--- src/rtl/rvc_fetch_align_queue_if.sv ---
// Fetch/response and instruction handshake bundle for the RV32IC fetch realigner.
// master = realigner side, slave = I-cache plus decoder side.
interface rvc_fetch_align_queue_if #(
  parameter int unsigned FETCH_W = 32
);
  logic               br_taken_i;
  logic [31:0]        br_target_i;
  logic               i_cache_request;
  logic [31:0]        fetch_addr_o;
  logic               i_cache_valid;
  logic [FETCH_W-1:0] i_cache_data;
  logic               i_cache_req_kill;
  logic               i_cache_flush;
  logic               instr_valid_o;
  logic               instr_ready_i;
  logic [31:0]        instr_o;
  logic [31:0]        instr_pc_o;
  logic               instr_compressed_o;
  logic               stall_o;

  modport master (
    input  br_taken_i, br_target_i, i_cache_valid, i_cache_data, instr_ready_i,
    output i_cache_request, fetch_addr_o, i_cache_req_kill, i_cache_flush,
           instr_valid_o, instr_o, instr_pc_o, instr_compressed_o, stall_o
  );

  modport slave (
    output br_taken_i, br_target_i, i_cache_valid, i_cache_data, instr_ready_i,
    input  i_cache_request, fetch_addr_o, i_cache_req_kill, i_cache_flush,
           instr_valid_o, instr_o, instr_pc_o, instr_compressed_o, stall_o
  );
endinterface

--- src/rtl/rvc_fetch_align_queue.sv ---
// RV32IC fetch realigner: queues 16-bit parcels from I-cache words in a circular
// buffer and presents one whole 16/32-bit instruction per cycle with its PC.
module rvc_fetch_align_queue #(
  parameter int unsigned FETCH_W  = 32,
  parameter int unsigned QDEPTH   = 8,
  parameter logic [31:0] RESET_PC = 32'h0,
  parameter bit          RVC_EN   = 1'b1
) (
  input  logic clk,
  input  logic reset,
  rvc_fetch_align_queue_if.master bus
);
  localparam int unsigned PPW  = FETCH_W / 16;
  localparam int unsigned OFFB = $clog2(FETCH_W / 8);
  localparam int unsigned PIW  = OFFB - 1;
  localparam int unsigned QW   = $clog2(QDEPTH);

  logic [15:0]    q [QDEPTH];
  logic [QW-1:0]  rptr, wptr;
  logic [QW:0]    count;
  logic [31:0]    fetch_pc, head_pc;
  logic           outstanding;

  logic [15:0]    h0, h1;
  logic           is16, valid, pop, resp;
  logic [PIW-1:0] si;
  logic [QW:0]    n_wr, n_pop, free;
  logic           unused_pc_lsb;

  assign h0    = q[rptr];
  assign h1    = q[rptr + QW'(1)];
  assign is16  = RVC_EN && (h0[1:0] != 2'b11);
  assign valid = (count != '0) && (is16 || (count > (QW+1)'(1)));

  // Instruction fields are forced to zero when nothing is presented so the
  // outputs read as reset values whenever the queue is empty.
  assign bus.instr_valid_o      = valid;
  assign bus.stall_o            = !valid;
  assign bus.instr_compressed_o = valid && is16;
  assign bus.instr_o            = !valid ? '0 : (is16 ? {16'h0, h0} : {h1, h0});
  assign bus.instr_pc_o         = valid ? head_pc : '0;

  assign free                 = (QW+1)'(QDEPTH) - count;
  assign bus.i_cache_request  = !reset && !outstanding && !bus.br_taken_i &&
                                (free >= (QW+1)'(PPW));
  assign bus.fetch_addr_o     = {fetch_pc[31:OFFB], OFFB'(0)};
  assign bus.i_cache_flush    = !reset && bus.br_taken_i;
  assign bus.i_cache_req_kill = !reset && bus.br_taken_i && outstanding && !bus.i_cache_valid;

  // Nonzero start parcel only after a redirect to a non-word-aligned target.
  assign si    = fetch_pc[OFFB-1:1];
  assign resp  = outstanding && bus.i_cache_valid && !bus.br_taken_i;
  assign pop   = valid && bus.instr_ready_i && !bus.br_taken_i;
  assign n_wr  = resp ? ((QW+1)'(PPW) - (QW+1)'(si)) : '0;
  assign n_pop = !pop ? '0 : (is16 ? (QW+1)'(1) : (QW+1)'(2));

  assign unused_pc_lsb = fetch_pc[0];

  always_ff @(posedge clk or posedge reset) begin
    if (reset) begin
      rptr        <= '0;
      wptr        <= '0;
      count       <= '0;
      fetch_pc    <= RESET_PC;
      head_pc     <= RESET_PC;
      outstanding <= 1'b0;
    end else if (bus.br_taken_i) begin
      rptr        <= '0;
      wptr        <= '0;
      count       <= '0;
      fetch_pc    <= bus.br_target_i;
      head_pc     <= bus.br_target_i;
      outstanding <= 1'b0;
    end else begin
      if (bus.i_cache_request)
        outstanding <= 1'b1;
      else if (resp)
        outstanding <= 1'b0;
      if (resp) begin
        wptr     <= wptr + n_wr[QW-1:0];
        fetch_pc <= {fetch_pc[31:OFFB], OFFB'(0)} + 32'(FETCH_W / 8);
      end
      if (pop) begin
        rptr    <= rptr + n_pop[QW-1:0];
        head_pc <= head_pc + (is16 ? 32'd2 : 32'd4);
      end
      count <= count + n_wr - n_pop;
    end
  end

  // Parcel storage needs no reset: count gates every read.
  always_ff @(posedge clk) begin
    if (resp) begin
      for (int j = 0; j < int'(PPW); j++) begin
        if (j >= int'(si))
          q[wptr + QW'(j) - QW'(si)] <= bus.i_cache_data[j*16 +: 16];
      end
    end
  end
endmodule

--- src/flat_wrapper.sv ---
// flat-port wrapper written by rule: the top's interface ports become plain ports
module rvc_fetch_align_queue_flat 
#(
  parameter int unsigned FETCH_W  = 32,
  parameter int unsigned QDEPTH   = 8,
  parameter logic [31:0] RESET_PC = 32'h0,
  parameter bit          RVC_EN   = 1'b1
)
  (clk, reset, bus_br_taken_i, bus_br_target_i, bus_i_cache_valid, bus_i_cache_data, bus_instr_ready_i, bus_i_cache_request, bus_fetch_addr_o, bus_i_cache_req_kill, bus_i_cache_flush, bus_instr_valid_o, bus_instr_o, bus_instr_pc_o, bus_instr_compressed_o, bus_stall_o);
  rvc_fetch_align_queue_if #(.FETCH_W(FETCH_W)) bus_i ();
  input  logic clk;
  input  logic reset;
  input wire logic [$bits(bus_i.br_taken_i)-1:0] bus_br_taken_i;
  input wire logic [$bits(bus_i.br_target_i)-1:0] bus_br_target_i;
  input wire logic [$bits(bus_i.i_cache_valid)-1:0] bus_i_cache_valid;
  input wire logic [$bits(bus_i.i_cache_data)-1:0] bus_i_cache_data;
  input wire logic [$bits(bus_i.instr_ready_i)-1:0] bus_instr_ready_i;
  output wire logic [$bits(bus_i.i_cache_request)-1:0] bus_i_cache_request;
  output wire logic [$bits(bus_i.fetch_addr_o)-1:0] bus_fetch_addr_o;
  output wire logic [$bits(bus_i.i_cache_req_kill)-1:0] bus_i_cache_req_kill;
  output wire logic [$bits(bus_i.i_cache_flush)-1:0] bus_i_cache_flush;
  output wire logic [$bits(bus_i.instr_valid_o)-1:0] bus_instr_valid_o;
  output wire logic [$bits(bus_i.instr_o)-1:0] bus_instr_o;
  output wire logic [$bits(bus_i.instr_pc_o)-1:0] bus_instr_pc_o;
  output wire logic [$bits(bus_i.instr_compressed_o)-1:0] bus_instr_compressed_o;
  output wire logic [$bits(bus_i.stall_o)-1:0] bus_stall_o;
  assign bus_i.br_taken_i = bus_br_taken_i;
  assign bus_i.br_target_i = bus_br_target_i;
  assign bus_i.i_cache_valid = bus_i_cache_valid;
  assign bus_i.i_cache_data = bus_i_cache_data;
  assign bus_i.instr_ready_i = bus_instr_ready_i;
  assign bus_i_cache_request = bus_i.i_cache_request;
  assign bus_fetch_addr_o = bus_i.fetch_addr_o;
  assign bus_i_cache_req_kill = bus_i.i_cache_req_kill;
  assign bus_i_cache_flush = bus_i.i_cache_flush;
  assign bus_instr_valid_o = bus_i.instr_valid_o;
  assign bus_instr_o = bus_i.instr_o;
  assign bus_instr_pc_o = bus_i.instr_pc_o;
  assign bus_instr_compressed_o = bus_i.instr_compressed_o;
  assign bus_stall_o = bus_i.stall_o;
  rvc_fetch_align_queue #(.FETCH_W(FETCH_W), .QDEPTH(QDEPTH), .RESET_PC(RESET_PC), .RVC_EN(RVC_EN)) u_core (.clk(clk), .reset(reset), .bus(bus_i));
endmodule
--- config.mk ---
export PLATFORM = sky130hd
export DESIGN_NAME = rvc_fetch_align_queue_flat
export DESIGN_NICKNAME = d
export VERILOG_FILES = /design/src/rtl/rvc_fetch_align_queue_if.sv /design/src/rtl/rvc_fetch_align_queue.sv /design/src/flat_wrapper.sv
export SDC_FILE = /design/constraint.sdc
export NUM_CORES = 1
export LEC_CHECK = 0
export BUFFER_PORTS_ARGS = -buffer_cell sky130_fd_sc_hd__buf_2
export CAP_MARGIN = 40
export CORE_MARGIN = 2
export CORE_UTILIZATION = 59
export CTS_CLUSTER_DIAMETER = 50
export CTS_CLUSTER_SIZE = 28
export DETAILED_ROUTE_END_ITERATION = 10
export GPL_ROUTABILITY_DRIVEN = 0
export PLACE_DENSITY = 0.82
export RECOVER_POWER = 50
export SYNTH_ARGS = -nofsm -noshare
export SYNTH_HDL_FRONTEND = slang
export SYNTH_SLANG_ARGS = --single-unit
--- constraint.sdc ---
create_clock -name clk -period 4.05 [get_ports clk]
set_clock_uncertainty 0.1 [all_clocks]
set_input_delay 0 -clock clk [delete_from_list [all_inputs] [get_ports clk]]
set_output_delay 0 -clock clk [all_outputs]
set_load 0.01 [all_outputs]
=== Yosys cells after proc, flatten, opt, wreduce, memory -nomap -nowiden ===
Memory sizes are Yosys's and may differ from the RTL's.
Index checks and enable logic that the tools add are counted.

* Output and inout port bits: 102
* Bits in registers: 75
* Bits in writable memories: 128
* Word-level logic and storage cells: 69
* Memories kept: 1

* Multiplexer cells: 24
* $lt $le $gt $ge: 3
* Reduce and logical (&&, ||, !) cells: 22
* $add $sub $neg: 12
* Equality and inequality tests: 1

{| class="wikitable"
|+ Memories
! name !! depth !! width !! rd ports !! clocked after Yosys merged registers in !! wr ports !! RTL line !! text
|-
| u_core.q || 8 || 16 || 2 || 0 || 2 || rvc_fetch_align_queue.sv:18 || <nowiki>logic [15:0] q [QDEPTH];</nowiki>
|}

{| class="wikitable"
|+ Operators by type and width
! kind !! count
|-
| $mux W32 || 7
|-
| $add A32 B3 Y32 const B || 1
|-
| $add A32 B32 Y32 || 1
|-
| $mux W3 || 5
|-
| $logic_and A1 B1 Y1 || 12
|-
| $mux W4 || 3
|-
| $mux W1 || 8
|-
| $add A3 B1 Y3 const B || 2
|-
| $add A3 B3 Y3 || 2
|-
| $sub A3 B1 Y3 || 2
|-
| $logic_not A1 Y1 || 5
|-
| $add A4 B4 Y4 || 1
|-
| $ge A4 B2 Y1 const B || 1
|-
| $gt A4 B1 Y1 const B || 1
|-
| $reduce_bool A2 Y1 || 2
|-
| $reduce_bool A4 Y1 || 1
|-
| $sub A4 B4 Y4 || 1
|-
| $sub A4 B4 Y4 const A || 1
|-
| $reduce_bool A3 Y1 || 1
|-
| $sub A2 B1 Y3 const A || 1
|-
| $mux W2 || 1
|-
| $ne A2 B2 Y1 const B || 1
|-
| $ge A1 B1 Y1 const A || 1
|-
| $logic_or A1 B1 Y1 || 1
|}

=== Logic depth before layout (Yosys ltp) ===
Gate-level depths: netlist of the first run.
An unclocked memory read counts as a cell.

* Depth after elaboration: 10
* Gate-level depth with buffers: 14
* Gate-level depth less buffers: 14

=== Worst setup path before layout of the first run ===
No wires, ideal clock.

* Path kind: reg2reg
* From: register u_core.rptr[0]
* To: register u_core.head_pc[31]
* Cell stages (with the launch flop): 14
* Path buffers: 1
* Slack: 0.473 ns
* Required time: 3.868 ns
* Arrival: 3.395 ns
* Clock period less this slack: 3.577 ns
* Library setup time: 0.082 ns
* Cell sequence: dfrtp_1 buf_6 mux4_2 mux2i_4 nor2_1 inv_1 ha_1 fa_1 nand3_1 nor2_1 nand3_1 or4_1 or4_1 a31oi_1

* Word-level cells in the longest chain between the ends: 7

{| class="wikitable"
|+ RTL lines
! element !! RTL line !! text
|-
| start, declared || rvc_fetch_align_queue.sv:19 || <nowiki>logic [QW-1:0] rptr, wptr;</nowiki>
|-
| start signal, assigned || rvc_fetch_align_queue.sv:84 || <nowiki>rptr <= rptr + n_pop[QW-1:0];</nowiki>
|-
| $mem_v2 Z8 W16 * || n/a ||
|-
| $ne A2 B2 Y1 * || rvc_fetch_align_queue.sv:32 || <nowiki>assign is16 = RVC_EN && (h0[1:0] != 2'b11);</nowiki>
|-
| parallel branches: the longest is 5 deep, another holds $add A32 B32 Y32 || n/a ||
|-
| end signal, assigned || rvc_fetch_align_queue.sv:72 || <nowiki>head_pc <= bus.br_target_i;</nowiki>
|-
| end signal, assigned || rvc_fetch_align_queue.sv:85 || <nowiki>head_pc <= head_pc + (is16 ? 32'd2 : 32'd4);</nowiki>
|-
| end, declared || rvc_fetch_align_queue.sv:21 || <nowiki>logic [31:0] fetch_pc, head_pc;</nowiki>
|}

Mark *: on every way between the ends. The select of a mux whose other input is x is not followed.
A chain may end at the register's enable or synchronous reset.

==> results of run 1 <==
-- cell usage after synthesis, types with 30 or more instances --
cell / number / area share (%)
sky130_fd_sc_hd__and2_1: 32 / 1.6
sky130_fd_sc_hd__buf_4: 32 / 2.0
sky130_fd_sc_hd__clkbuf_1: 41 / 1.2
sky130_fd_sc_hd__dfrtp_1: 74 / 15
sky130_fd_sc_hd__edfxtp_1: 128 / 31
sky130_fd_sc_hd__inv_1: 30 / 0.91
sky130_fd_sc_hd__mux2_2: 129 / 12
sky130_fd_sc_hd__mux4_2: 64 / 12
sky130_fd_sc_hd__nand2_1: 100 / 3.0
sky130_fd_sc_hd__nand3_1: 33 / 1.3
sky130_fd_sc_hd__nor2_1: 46 / 1.4
sky130_fd_sc_hd__o21ai_0: 30 / 1.2
-- per-stage QoR --
stage,worst slack (ns),instances,utilization [%],hold slack (ns),cell area [µm²]
2_1_floorplan,0.473,1008,-,-0.0524,12300
3_3_place_gp,0.395,1392,65.4,0.0492,13300
3_5_place_dp,0.304,1396,65.7,0.0550,13400
4_1_cts,0.291,1529,74.4,0.0554,15200
5_1_grt,0.0582,1529,73.8,0.168,15000
6_report,0.160,1529,73.8,0.152,15000
-- what timing repair did --
item / 4_1_cts / 5_1_grt
endpoints found under the setup margin: 0 / 1
endpoints found under the hold margin: 228 / 0
resized for setup: 0 / 1
buffers inserted: 0 / 0
hold buffers: 89 / 0
-- final timing paths --
| path | start | to | depth (start not counted) | slack, ns |
|---|---|---|---|---|
| max reg2reg | u_core.fetch_pc[1] | u_core.q[4][5] | 7 | 0.16 |
| min reg2reg | u_core.head_pc[0] | u_core.head_pc[0] | 1 | 0.43 |
| max | u_core.fetch_pc[1] | u_core.q[4][5] | 7 | 0.16 |
| min | bus_br_target_i[0] | u_core.head_pc[0] | 3 | 0.15 |
| min in group asynchronous | reset | u_core.count[3] | 3 | 0.28 |
| max in group asynchronous | reset | u_core.head_pc[22] | 4 | 1.86 |
-- metal layers --
layer  wire [µm]  vias to the layer above
met5           0                        -
met4        1240                        0
met3        3380                      108
met2       17800                      603
met1       12800                     4790
li1            -                     4256
-- registers in the layout (all words and copies together), names as in the netlist --
name,count
u_core.count,4
u_core.head_pc,32
u_core.outstanding,1
u_core.wptr,3
u_core.rptr,3
u_core.q,128
u_core.fetch_pc,31
-- critical path, stage by stage (launching register included) --
cell,delay [ns]
sky130_fd_sc_hd__dfrtp_1,0.39
sky130_fd_sc_hd__inv_1,0.20
sky130_fd_sc_hd__ha_1,0.31
sky130_fd_sc_hd__or3_1,0.39
sky130_fd_sc_hd__nor3_1,0.21
sky130_fd_sc_hd__clkbuf_1,1.04
sky130_fd_sc_hd__o21bai_1,0.52
sky130_fd_sc_hd__buf_4,0.39
-- cell type report --
| cell class | instances | area, µm² |
|---|---|---|
| Inverter | 30 | 113 |
| Tap cell | 270 | 338 |
| Sequential cell | 202 | 5700 |
| Multi-Input combinational cell | 688 | 6040 |
| Clock buffer | 29 | 693 |
| Timing Repair Buffer | 295 | 1940 |
| Fill cell | 1341 | 5330 |
| Clock inverter | 15 | 204 |
-- power by group --
part	switching (mW)	total (mW)	leakage, nW	internal, mW
combinational	1.14	1.93	3.17	0.789
clock	0.951	2.39	0.423	1.44
sequential	0.119	2.43	2.06	2.31
total	2.21	6.75	5.64	4.54
-- cells by family after synthesis --
kind of cell | share of synthesized area [%]
AO/OA/AOI/OAI | 6.95
XOR/XNOR | 2.84
adder cells (fa/ha/maj) | 2.74
buffers and inverters | 4.77
flip-flops | 46.3
multiplexers | 25.2
other | 0.0305
AND/OR/NAND/NOR | 11.2
==> reports/metrics.yaml, run 1 <==
area_growth_syn_to_layout_pct: 22.1
nets: 1334
layout_worst_path_cycle_share_pct: 96.0
post_synth.cell_area_avg_um2: 12.2
syn_inst: 1007
antennaDiodeCount: 0
critical_path_required_ns: 4.15
worst_slew_margin_rel_pct: -33.6
numCtsBuffers: 24
cts-htree-levels: 1
drt-total-wl_mm: 35.2
grt_pass1_vias: 9790
path_max_fanout: 17
fmax_ghz: 0.257
grt.busiest_layer: "met2"
yosys_most_used_dff: "sky130_fd_sc_hd__edfxtp_1"
dieWidth_um: 148
tritoncts_num_sinks: 202
initial_core_util_pct: 60.5
cts.clk_slew.worst_paths_ns: 0.06
power_mw: 6.75
globalRouteOverflowTotal: 0
final_layout_size_suffix_gt1_share_pct: 32.6
ys_seq_area_share_pct: 46.3
fp-row-count: 52
drt-pass1-iter-count: 5
vdd_ir_drop_max_mv: 0.413
grt_use_met1_pct: 39.7
timing.final.setup_violations: 0
synth-async-reset-ratio_pct: 36.6
drc: 0
report.final.slew_viol_count: 53
fin_crit_ns: 3.89
outcome: "finished, violations left"
drt-initial-drc-count: 806
clkLatencyLatePin_ns: 0.52
final_cell_mix: "130 x sky130_fd_sc_hd__buf_2, 128 x sky130_fd_sc_hd__edfxtp_1, 127 x sky130_fd_sc_hd__mux2_2"
cts.path.max_buffers: 3
core_area_mm2: 0.0204
cts_tree: "yes"
mappedNetlistArea_mm2: 0.0123
report.final.hold_viol_count: 0
slew_of_the_pin_with_the_lowest_slew_margin_ns: 2.00
routed-via-count: 9757
grt_antenna_before_repair: 0
route.detailed.wl_per_inst_um: 23.0
fin_tns_setup_ns: 0
timing_worst_setup_path_type: "flop to flop"
postRouteAntennaNets: 0
gr-usage-all-layers_pct: 31.7
pin_count_of_the_biggest_net_entering_global_routing: 53
port_buffers: 168
count_of_flip_flops_with_a_built_in_enable_after_synthesis: 128
die-area_mm2: 0.0220
global_route_wire_length_before_repair_mm: 53.6
fp.dieH_um: 148
arrival_ns: 3.99
synth.distinct_cells: 57
cp-end-kind: "flop"
synth_seq_cells: 202
leading_cell_type_in_the_layout_fill_and_taps_excluded: "sky130_fd_sc_hd__buf_2"
timing.hold.worst.class: "primary input to flop"
num_io_pins: 171
power.density_cell_area_mw_per_mm2: 449
worst_setup_path_start_kind: "flop"
synth.yosys.warnings: 0
drt_via_density: 6.38
root_buffer: "sky130_fd_sc_hd__clkbuf_16"
power.leakage_nw: 5.64
global_route.usage.met2_pct: 55.2
max_cap_violations: 1
violations: "capacitance limit, slew limit"
dp.final_hpwl_mm: 21.9
rsz_0062_raised_after_global_routing: "no"
grt_util_met3_pct: 5.31
(Power assumes the default switching activity.)
==> run 2: changes to the inputs <==
--- a/config.mk
+++ b/config.mk
@@ -7,7 +7,6 @@
 export LEC_CHECK = 0
 export BUFFER_PORTS_ARGS = -buffer_cell sky130_fd_sc_hd__buf_2
 export CAP_MARGIN = 40
-export CORE_MARGIN = 2
 export CORE_UTILIZATION = 59
 export CTS_CLUSTER_DIAMETER = 50
 export CTS_CLUSTER_SIZE = 28
==> run 2 against run 1 <==
  * The flow still finishes with violations (capacitance limit, slew limit)
  * Clock power fell by 10%
  * Via count fell by 1.3%
  * Non-clock buffer count fell by 9
  * Worst hold slack got worse by 0.091 ns
  * First-iteration DRC count rose by 0.50%
  * Register-to-register slack got worse by 0.02 ns
  * Critical path type unchanged
  * Critical endpoint is now u_core.q[0][1]
  * Largest cell class unchanged
  * Largest power group unchanged
==> reports/metrics.yaml, run 2 (same netlist as run 1, synthesis figures left out) <==
fp-row-count: 52
arrival_ns: 4.05
core_area_mm2: 0.0204
dp.final_hpwl_mm: 21.7
layout_worst_path_cycle_share_pct: 96.4
top_registers: "u_core.q (128), u_core.head_pc (32), u_core.fetch_pc (31)"
fp.dieH_um: 146
timing_worst_setup_path_type: "flop to flop"
max_cap_violations: 2
num_io_pins: 171
port_buffers: 168
worst_path_dominant_cell_family: "buffers and inverters"
fin_tns_setup_ns: 0
grt_use_met1_pct: 40.4
die-area_mm2: 0.0215
slew_of_the_pin_with_the_lowest_slew_margin_ns: 2.21
timing.hold.worst.class: "primary input to flop"
clkLatencyLatePin_ns: 0.53
fin_crit_ns: 3.91
drc: 0
drt-pass1-iter-count: 5
route.detailed.wl_per_inst_um: 22.8
root_buffer: "sky130_fd_sc_hd__clkbuf_16"
critical_path_buf_inv_count: 4
post-cts-setup-buffer-count: 0
cts-htree-levels: 1
globalRouteOverflowTotal: 0
gr-usage-all-layers_pct: 32.3
report.final.slew_viol_count: 60
utilization_after_layout_pct: 72.9
pin_count_of_the_biggest_net_entering_global_routing: 79
share_clk_of_total_power_pct: 33.2
critPathLaunch: "u_core.fetch_pc[1]"
cell_by_cell_listing_of_the_critical_path: "inv_1 -> ha_1 -> or3_1 -> nor3_1 -> clkbuf_1 -> o21bai_1 -> buf_6 -> buf_4"
min-delay-start: "bus_br_taken_i"
pre_cts_slack_ns: 0.269
path_max_fanout: 17
area_growth_syn_to_layout_pct: 20.5
power.leakage_nw: 5.57
global_route.usage.met2_pct: 55.3
leading_cell_type_in_the_layout_fill_and_taps_excluded: "sky130_fd_sc_hd__buf_2"
rsz_0062_raised_after_global_routing: "no"
cp-end-kind: "flop"
netSwitchingPower_mw: 2.18
power.internal_mw: 4.30
power_switching_share_pct: 33.7
worstReg2RegStart: "u_core.fetch_pc[1]"
violations: "capacitance limit, slew limit"
power.density_cell_area_mw_per_mm2: 437
grt.busiest_layer: "met2"
outcome: "finished, violations left"
global_route_wire_length_before_repair_mm: 53.3
fmax_ghz: 0.256
largest_register_ffs: 128
final_cell_mix: "134 x sky130_fd_sc_hd__buf_2, 128 x sky130_fd_sc_hd__edfxtp_1, 127 x sky130_fd_sc_hd__mux2_2"
timing.critical_path.slowest_cell_delay_ns: 1.06
max_flop_register: "u_core.q"
initial_core_util_pct: 60.5
cts_tree: "yes"
worst_setup_path_start_kind: "flop"
routed-via-count: 9635
report.final.hold_viol_count: 0
grt_util_met3_pct: 5.72
hold_slack_ns: 0.0607
final.fill_count: 1372
final_layout_size_suffix_gt1_share_pct: 32.7
timing.final.setup_violations: 0
critPathSlowestCell: "sky130_fd_sc_hd__clkbuf_1"
vdd_ir_drop_max_mv: 0.421
worst_slew_margin_rel_pct: -47.2
combPwrFrac_pct: 29.4
grt_pass1_vias: 9824
grt_antenna_before_repair: 1
drt-total-wl_mm: 34.6
setup_ws_ns: 0.145
tritoncts_num_sinks: 202
cts.path.max_buffers: 3
drt-initial-drc-count: 810
cts.clk_slew.worst_paths_ns: 0.07
numCtsBuffers: 23
nets: 1324
critical_path_required_ns: 4.20
drt_via_density: 6.35
postRouteAntennaNets: 0
dieWidth_um: 146
pwr-share-seq_pct: 37.5
-- run 2: cell types whose count changed in the layout (fill, tap and decap cells not counted), moves of 2 or more --
| cell | previous run | this run |
|---|---|---|
| sky130_fd_sc_hd__dlygate4sd3_1 | 89 | 83 |
| sky130_fd_sc_hd__buf_2 | 130 | 134 |
| sky130_fd_sc_hd__clkbuf_1 | 48 | 44 |
| sky130_fd_sc_hd__clkbuf_16 | 27 | 23 |
| sky130_fd_sc_hd__buf_4 | 27 | 24 |
| sky130_fd_sc_hd__clkinv_2 | 0 | 2 |
| sky130_fd_sc_hd__clkinvlp_2 | 2 | 0 |
-- run 2: path summary, 6_finish.rpt --
check,slack (ns),end,depth (start not counted)
setup reg to reg,0.14,u_core.q[0][1],8
max in group asynchronous,0.79,u_core.head_pc[24],4
setup / recovery,0.14,u_core.q[0][1],8
hold / removal,0.06,u_core.count[2],3
hold reg to reg,0.41,u_core.head_pc[0],1
min in group asynchronous,0.35,u_core.fetch_pc[3],3
-- run 2: worst reg2reg max path, stage by stage (launching register included) --
cell and delay, ns:
sky130_fd_sc_hd__dfrtp_1 0.39, sky130_fd_sc_hd__inv_1 0.17, sky130_fd_sc_hd__ha_1 0.30, sky130_fd_sc_hd__or3_1 0.41
sky130_fd_sc_hd__nor3_1 0.15, sky130_fd_sc_hd__clkbuf_1 1.06, sky130_fd_sc_hd__o21bai_1 0.59, sky130_fd_sc_hd__buf_6 0.27
sky130_fd_sc_hd__buf_4 0.18
-- run 2: through the flow --
stage                     std cells  area, µm²  total power, mW
final                          1518      14800             6.48
after global placement         1391      13300             4.26
after floorplan                1008      12300             3.63
after global routing           1518      14800             6.75
after detailed placement       1393      13300             4.30
after CTS                      1517      15000             6.51
-- run 2: area by class of cell --
| type | count | area [µm²] | share of cell area (%) |
|---|---|---|---|
| Clock buffer | 25 | 583 | 3.93 |
| Tap cell | 270 | 338 | 2.28 |
| Multi-Input combinational cell | 688 | 6040 | 40.7 |
| Timing Repair Buffer | 286 | 1860 | 12.5 |
| Sequential cell | 202 | 5700 | 38.4 |
| Antenna cell | 1 | 2.50 | 0.0169 |
| Clock inverter | 16 | 194 | 1.31 |
| Inverter | 30 | 113 | 0.759 |
-- run 2: what timing repair did --
action                                  4_1_cts  5_1_grt
resized for setup                             0        2
endpoints found under the hold margin       229        0
endpoints found under the setup margin        0        1
hold buffers                                 83        0
-- run 2: per-layer routing --
layer	up-vias	share of wire, %	wire length [µm]
li1	4242	-	-
met1	4705	37	12800
met2	573	50	17300
met3	115	8.9	3090
met4	0	4.1	1430
met5	-	0	0
-- run 2: power by group through the flow --
stage | Combinational (mW) | Sequential, mW | Clock [mW]
floorplan | 1.21 | 2.43 | 0
global placement | 1.80 | 2.46 | 0
detailed placement | 1.84 | 2.47 | 0
CTS | 1.92 | 2.42 | 2.17
global route | 2.06 | 2.44 | 2.24
finish | 1.90 | 2.43 | 2.15
